`src/rtl/pc_sequencer.sv`:
```
// Multi-cycle PC sequencer: FETCH/DECODE/EXECUTE stepping with imem handshake,
// branch resolution and halt/resume. Optional counters under PC_SEQ_PERF_CNT_EN.
module pc_sequencer #(
  parameter logic [31:0] RESET_PC = 32'h0
) (
  input  logic        clk,
  input  logic        reset,
  input  logic        start,
  input  logic        resume,
  output logic        imem_req,
  output logic [31:0] imem_addr,
  input  logic        imem_ack,
  input  logic [31:0] imem_rdata,
  output logic [31:0] instr,
  output logic        instr_valid,
  input  logic        exec_done,
  input  logic [2:0]  branch_op,
  input  logic [31:0] reg2_data,
  input  logic [31:0] branch_target,
  input  logic        halt_op,
  output logic [31:0] pc,
  output logic        halted,
  output logic [2:0]  state
`ifdef PC_SEQ_PERF_CNT_EN
  ,
  output logic [31:0] retired_cnt,
  output logic [15:0] taken_cnt
`endif
);

  localparam logic [2:0] S_IDLE    = 3'd0;
  localparam logic [2:0] S_FETCH   = 3'd1;
  localparam logic [2:0] S_DECODE  = 3'd2;
  localparam logic [2:0] S_EXECUTE = 3'd3;
  localparam logic [2:0] S_HALTED  = 3'd4;

  logic [2:0]  state_q, state_d;
  logic [31:0] pc_q, pc_d;
  logic [31:0] instr_q, instr_d;
  logic        br_taken;

  // Signed tests reduce to sign bit and zero detect.
  always_comb begin
    br_taken = 1'b0;
    case (branch_op)
      3'b001:  br_taken = 1'b1;
      3'b011:  br_taken = reg2_data[31];
      3'b101:  br_taken = !reg2_data[31] && (reg2_data != '0);
      3'b111:  br_taken = (reg2_data == '0);
      default: br_taken = 1'b0;
    endcase
  end

  always_comb begin
    state_d = state_q;
    pc_d    = pc_q;
    instr_d = instr_q;
    case (state_q)
      S_IDLE: begin
        if (start) state_d = S_FETCH;
      end
      S_FETCH: begin
        if (imem_ack) begin
          instr_d = imem_rdata;
          state_d = S_DECODE;
        end
      end
      S_DECODE: state_d = S_EXECUTE;
      S_EXECUTE: begin
        if (exec_done) begin
          if (halt_op) begin
            state_d = S_HALTED;
          end else if (br_taken) begin
            pc_d    = branch_target;
            state_d = S_FETCH;
          end else begin
            pc_d    = pc_q + 32'd1;
            state_d = S_FETCH;
          end
        end
      end
      S_HALTED: begin
        if (resume) begin
          pc_d    = pc_q + 32'd1;
          state_d = S_FETCH;
        end
      end
      default: state_d = S_IDLE;
    endcase
  end

  always_ff @(posedge clk) begin
    if (reset) begin
      state_q <= S_IDLE;
      pc_q    <= RESET_PC;
      instr_q <= '0;
    end else begin
      state_q <= state_d;
      pc_q    <= pc_d;
      instr_q <= instr_d;
    end
  end

  assign imem_req    = (state_q == S_FETCH);
  assign imem_addr   = pc_q;
  assign instr       = instr_q;
  assign instr_valid = (state_q == S_DECODE);
  assign pc          = pc_q;
  assign halted      = (state_q == S_HALTED);
  assign state       = state_q;

`ifdef PC_SEQ_PERF_CNT_EN
  logic [31:0] retired_q;
  logic [15:0] taken_q;
  logic        retire_evt;
  logic        taken_evt;

  assign retire_evt = (state_q == S_EXECUTE) && exec_done;
  assign taken_evt  = retire_evt && !halt_op && br_taken;

  always_ff @(posedge clk) begin
    if (reset) begin
      retired_q <= '0;
      taken_q   <= '0;
    end else begin
      if (retire_evt) retired_q <= retired_q + 32'd1;
      if (taken_evt && (taken_q != '1)) taken_q <= taken_q + 16'd1;
    end
  end

  assign retired_cnt = retired_q;
  assign taken_cnt   = taken_q;
`endif

endmodule
```
`config.mk`:
```
export PLATFORM = sky130hd
export DESIGN_NAME = pc_sequencer
export DESIGN_NICKNAME = d
export VERILOG_FILES = /design/src/rtl/pc_sequencer.sv
export SDC_FILE = /design/constraint.sdc
export NUM_CORES = 1
export LEC_CHECK = 0
export CAP_MARGIN = 25
export CORE_MARGIN = 8
export CORE_UTILIZATION = 43
export DETAILED_ROUTE_END_ITERATION = 10
export PLACE_DENSITY = 0.91
export SKIP_CTS_REPAIR_TIMING = 1
export SYNTH_ARGS = -nofsm -noshare
export SYNTH_HDL_FRONTEND = slang
export SYNTH_SLANG_ARGS = --single-unit
```
`constraint.sdc`:
```
create_clock -name clk -period 4.15 [get_ports clk]
set_input_delay 0.6225 -clock clk [delete_from_list [all_inputs] [get_ports clk]]
set_output_delay 0.6225 -clock clk [all_outputs]
set_load 0.1 [all_outputs]
```
## Word level (Yosys, flattened, before mapping)

Cells that the tools add are included.
W data, S select, Z words.

| storage, ports and cells | value |
|---|---|
| bits in registers | 67 |
| bits of input ports | 106 |
| output and inout port bits | 102 |
| logic and storage cells | 38 |

| cells by class | value |
|---|---|
| $add $sub $neg | 1 |
| equality and inequality tests | 13 |
| mux-type cells | 12 |
| reductions and logical operators | 9 |

Operator list:

| operator | count |
|---|---|
| $mux W32 | 4 |
| $pmux W32 S2 | 1 |
| $add A32 B1 Y32 const B | 1 |
| $logic_not A32 Y1 | 1 |
| $reduce_bool A32 Y1 | 1 |
| $mux W3 | 5 |
| $pmux W3 S5 | 1 |
| $eq A3 B2 Y1 const B | 3 |
| $eq A3 B3 Y1 const B | 3 |
| $ne A2 B2 Y1 const B | 4 |
| $reduce_and A4 Y1 | 2 |
| $eq A3 B1 Y1 const B | 2 |
| $pmux W1 S4 | 1 |
| $logic_not A3 Y1 | 1 |
| $ne A2 B1 Y1 const B | 1 |
| $reduce_and A2 Y1 | 1 |
| $reduce_bool A2 Y1 | 1 |
| $logic_and A1 B1 Y1 | 1 |
| $logic_not A1 Y1 | 1 |

## Depth between registers and ports, before layout

| logic depth | value |
|---|---|
| depth after elaboration | 7 |
| depth in mapped cells | 10 |
| depth with buffers taken out | 8 |

## Worst setup path before layout

Ideal clock, no wire load.

| timing | value |
|---|---|
| kind | flip-flop to output port |
| from | register state_q[1], in the netlist state[1] |
| to | output instr_valid |
| arrival time | 3.433 ns |
| data required time | 3.527 ns |
| path slack | 0.095 ns |
| stages on the path, launching flop included | 3 |
| buffers on the path | 1 |
| cells stage by stage | dfxtp_1 buf_4 nor3b_1 |

| between the ends | value |
|---|---|
| longest elaborated chain between the ends | 1 |

Ends and longest elaborated chain:

| item | line | text |
|---|---|---|
| start, declared | 37 | `logic [2:0] state_q, state_d;` |
| start signal, assigned | 98 | `state_q <= state_d;` |
| $eq A3 B2 Y1 | 107 | `assign instr_valid = (state_q == S_DECODE);` |
| end, declared | 15 | `output logic instr_valid,` |

No other way between the ends.

## Final worst setup path

| timing | value |
|---|---|
| from | input reg2_data[5] |
| to | register pc_q[21], in the netlist imem_addr[21] |

| between the ends | value |
|---|---|
| longest elaborated chain between the ends | 7 |
| elaborated cells between the ends (all ways) | 8 |
| those cells by class | mux (5); reduce/logical (3) |

Ends and longest elaborated chain:

| item | line | text |
|---|---|---|
| start, declared | 18 | `input logic [31:0] reg2_data,` |
| $reduce_bool A32 Y1 | 48 | `3'b101: br_taken = !reg2_data[31] && (reg2_data != '0);` |
| $logic_and A1 B1 Y1 | 48 |  |
| $pmux W1 S4 * | 45 | `case (branch_op)` |
| $mux W32 * | 73 | `end else if (br_taken) begin` |
| $mux W32 * | 71 | `if (halt_op) begin` |
| $mux W32 * | 70 | `if (exec_done) begin` |
| $pmux W32 S2 * | 58 | `case (state_q)` |
| end signal, assigned | 99 | `pc_q <= pc_d;` |
| end, declared | 38 | `logic [31:0] pc_q, pc_d;` |

Mark *: on every way between the ends. The rest lies on a longest branch, timed or not. The select of a mux whose other input is x is not followed.
A chain may end at the register's enable or synchronous reset.

==> summary.txt <==
Synthesis
  – Main synth FF type: dfxtp_1
  – Syn Inst Count: 502
  – Synth Register Bits: 67
  – Syn Nets: 609
  – Warnings from Yosys: 0
  – Netlist cell types: 54
  – Syn Std Cell Area: 0.00385 mm2
  – Syn_area_per_cell: 7.67 um2
  – EDFF count, synth: 0
  – Post-synth ARST share: 0%
  – Sequential fraction of the synthesis area: 34.8%

GRT
  – Largest net degree at the start of global routing: 68
  – Initial antenna violation count: 1
  – Total routing usage reported by global routing: 21.4%
  – First-pass GRT wire length: 22100 um
  – Via count of the first global-routing pass: 4358
  – Total grt overflow: 0

Power and ir drop
  – Seq pwr share: 38.6%
  – Comb pwr share: 24.1%
  – Clock Power Share: 37.3%
  – Tot Pwr: 1.76 mW
  – Internal Power: 1.22 mW
  – Cell leakage power: 2.04 nW
  – Psw: 541 uW
  – Worst vdd ir: 0.161 mV
  – Power Density: 296 mW/mm2
  – Switching Share: 30.8%

Timing
  – Endpoints failing setup: 0
  – Slew @ Worst Pin: 1030 ps
  – Fin crit share: 70.4%
  – Fin Setup TNS: 0 ps
  – Max_slew headroom: 31.0%
  – Fmax: 342 MHz
  – Pins over their slew limit: 0
  – Final min period: 2920 ps
  – Max Clock Skew: 8.75 ps
  – RSZ-0062 raised after global routing: false
  – Hold WS: 459 ps
  – Fin. Hold Viols: 0

Critical path
  – Critical Path AT: 3150 ps
  – Critical-path maximum fanout: 27
  – Crit Path Class: in -> reg
  – Element type at the critical path end: flop
  – Reg-to-Reg End: imem_addr[21]$_SDFFE_PP0P_
  – Reg2Reg Depth: 5
  – Flop-to-flop setup slack: 1610 ps
  – Reg2Reg Launch Point: state[0]$_SDFFE_PP0P_
  – Crit path capture: imem_addr[21]$_SDFFE_PP0P_
  – Req. time, crit path: 4380 ps
  – Critical Path Source Type: input port
  – Crit. Startpoint: reg2_data[5]

Floorplan
  – Chip width: 111 um
  – Num ports: 208
  – Core footprint: 0.00872 mm2
  – Die height: 111 um
  – Initial core utilization: 44.2%
  – Row cnt: 34
  – Die footprint: 0.0122 mm2

CTS
  – CTS tree: done
  – Max H-tree Level: 3
  – Num CTS Buffers: 9
  – Clk sinks: 67
  – Clk pin slew, worst setup/hold paths: 70 ps
  – Clock tree root buffer cell: clkbuf_8
  – Clk Latency, worst-skew pair: 340 ps
  – Deepest clock path buffer count: 2

Finish
  – Fillers: 694
  – Register area: 0.00134 mm2
  – Number of diodes: 0
  – Final core occ: 68.2%
  – Final net count: 764
  – Cell Count, Final, Fillers Out: 770
  – Area grow syn2layout: 54.4%
  – Layout cell share with drive strength beyond 1: 4.83%
  – Multi-input logic area: 0.00205 mm2

Detailed routing
  – Wirelength per Cell: 18.0 um
  – DR DRC count: 0
  – Initial detailed-routing violation count: 344
  – Total Wirelength: 13900 um
  – Detail Route Antenna Nets: 0
  – Vias: 4460
  – Router iterations before antenna repair: 5
  – Via density per instance: 5.79

Flow run
  – Max Cap Violations: 0

Placed design
  – Port Buffers: 207
  – Placed Cells: 753
  – Placer Congestion: 0.860
  – Post-DP HPWL: 10500 um

Hold path
  – Worst Hold Class: reg -> reg

Status
  – Status: finished, final reports clean
## state kept, by name, summed over array words and instances (netlist names)
name	cells
instr	32
imem_addr	32
state	3
## metal layers
| metal | part of all wire (%) | vias up | track usage, % |
|---|---|---|---|
| li1 | - | 2118 | - |
| met1 | 42 | 2049 | 26.0 |
| met2 | 47 | 261 | 34.9 |
| met3 | 8.6 | 30 | 6.06 |
| met4 | 2.0 | 2 | 7.93 |
| met5 | 0.094 | - | 0 |
## synthesized netlist by cell type, types with 3 or more instances
cell type	instances	area, um2
a211o_1	5	43.8
a211oi_1	4	30.0
a21oi_1	38	190
a31oi_1	4	25.0
a41oi_1	3	26.3
and2_1	4	25.0
and3_1	11	68.8
and4_1	12	105
buf_2	13	65.1
buf_4	34	255
buf_6	4	45.0
clkbuf_1	19	71.3
dfxtp_1	67	1340
inv_1	3	11.3
mux2i_1	3	30.0
nand2_1	105	394
nand3_1	23	115
nand4_1	14	87.6
nor2_1	17	63.8
nor2b_1	7	43.8
nor3_1	12	60.1
nor3b_1	5	37.5
nor4_1	17	106
nor4b_1	5	43.8
o21ai_0	17	85.1
o221ai_1	7	61.3
o22ai_1	3	18.8
o311ai_0	7	61.3
o31ai_1	3	22.5
or3_1	3	18.8
or4_1	5	37.5
## cells by family (layout without fill, tap and decap cells)
group | after synthesis | count (layout) | share of synthesized area (%)
flip-flops | 67 | 67 | 34.8
AO/OA/AOI/OAI | 107 | 107 | 18.9
multiplexers | 3 | 3 | 0.780
adder cells (fa/ha/maj) | 1 | 1 | 0.325
AND/OR/NAND/NOR | 248 | 248 | 33.3
buffers and inverters | 76 | 236 | 11.9
## cell usage in the layout (no fill, tap or decap), types with 4 or more instances in the layout
cell type        instances
clkdlybuf4s50_1        206
nand2_1                105
dfxtp_1                 67
a21oi_1                 38
nand3_1                 23
nor2_1                  17
nor4_1                  17
o21ai_0                 17
nand4_1                 14
and4_1                  12
nor3_1                  12
and3_1                  11
clkbuf_8                 9
nor2b_1                  7
o221ai_1                 7
o311ai_0                 7
buf_4                    7
nor3b_1                  5
or4_1                    5
a211o_1                  5
nor4b_1                  5
a211oi_1                 4
and2_1                   4
a31oi_1                  4
## worst min path at each step
stage | startpoint | endpoint | slack [ps] | cells past startpoint
floorplan | imem_rdata[0] | instr[0]$_SDFFE_PP0P_ | 760 | 2
detailed placement | instr[21]$_SDFFE_PP0P_ | instr[21]$_SDFFE_PP0P_ | 450 | 2
finish | instr[4]$_SDFFE_PP0P_ | instr[4]$_SDFFE_PP0P_ | 460 | 2
global placement | instr[4]$_SDFFE_PP0P_ | instr[4]$_SDFFE_PP0P_ | 440 | 2
CTS | instr[4]$_SDFFE_PP0P_ | instr[4]$_SDFFE_PP0P_ | 460 | 2
global route | instr[4]$_SDFFE_PP0P_ | instr[4]$_SDFFE_PP0P_ | 470 | 2
## worst max-delay path, stage by stage
cell and delay, ps:
clkdlybuf4s50_1 420, nor4_1 280, and4_1 250, a41o_1 220, o21a_1 720, nand2_1 270, a2111oi_2 360
## metrics by stage
step           area (um2)  worst slack, ps
3_5_place_dp         5680              921
2_1_floorplan        3850             95.0
5_1_grt              5940             1040
3_3_place_gp         5660              991
6_report             5940             1230
4_1_cts              5920             1220
## cell type report
class                           count  share of cell area, %
Timing Repair Buffer              216                   36.4
Clock buffer                       10                   2.15
Sequential cell                    67                   22.6
Tap cell                          108                   2.27
Inverter                            4                  0.253
Multi-Input combinational cell    359                   34.5
Clock inverter                      6                   1.89
## power groups by stage
stage               Clock (mW)  Sequential (mW)  Combinational [mW]
floorplan                    0            0.828               0.123
global placement             0            0.693               0.412
detailed placement           0            0.694               0.419
CTS                      0.668            0.679               0.420
global route             0.691            0.682               0.443
finish                   0.656            0.679               0.424
Power figures use the tool's default switching activity.
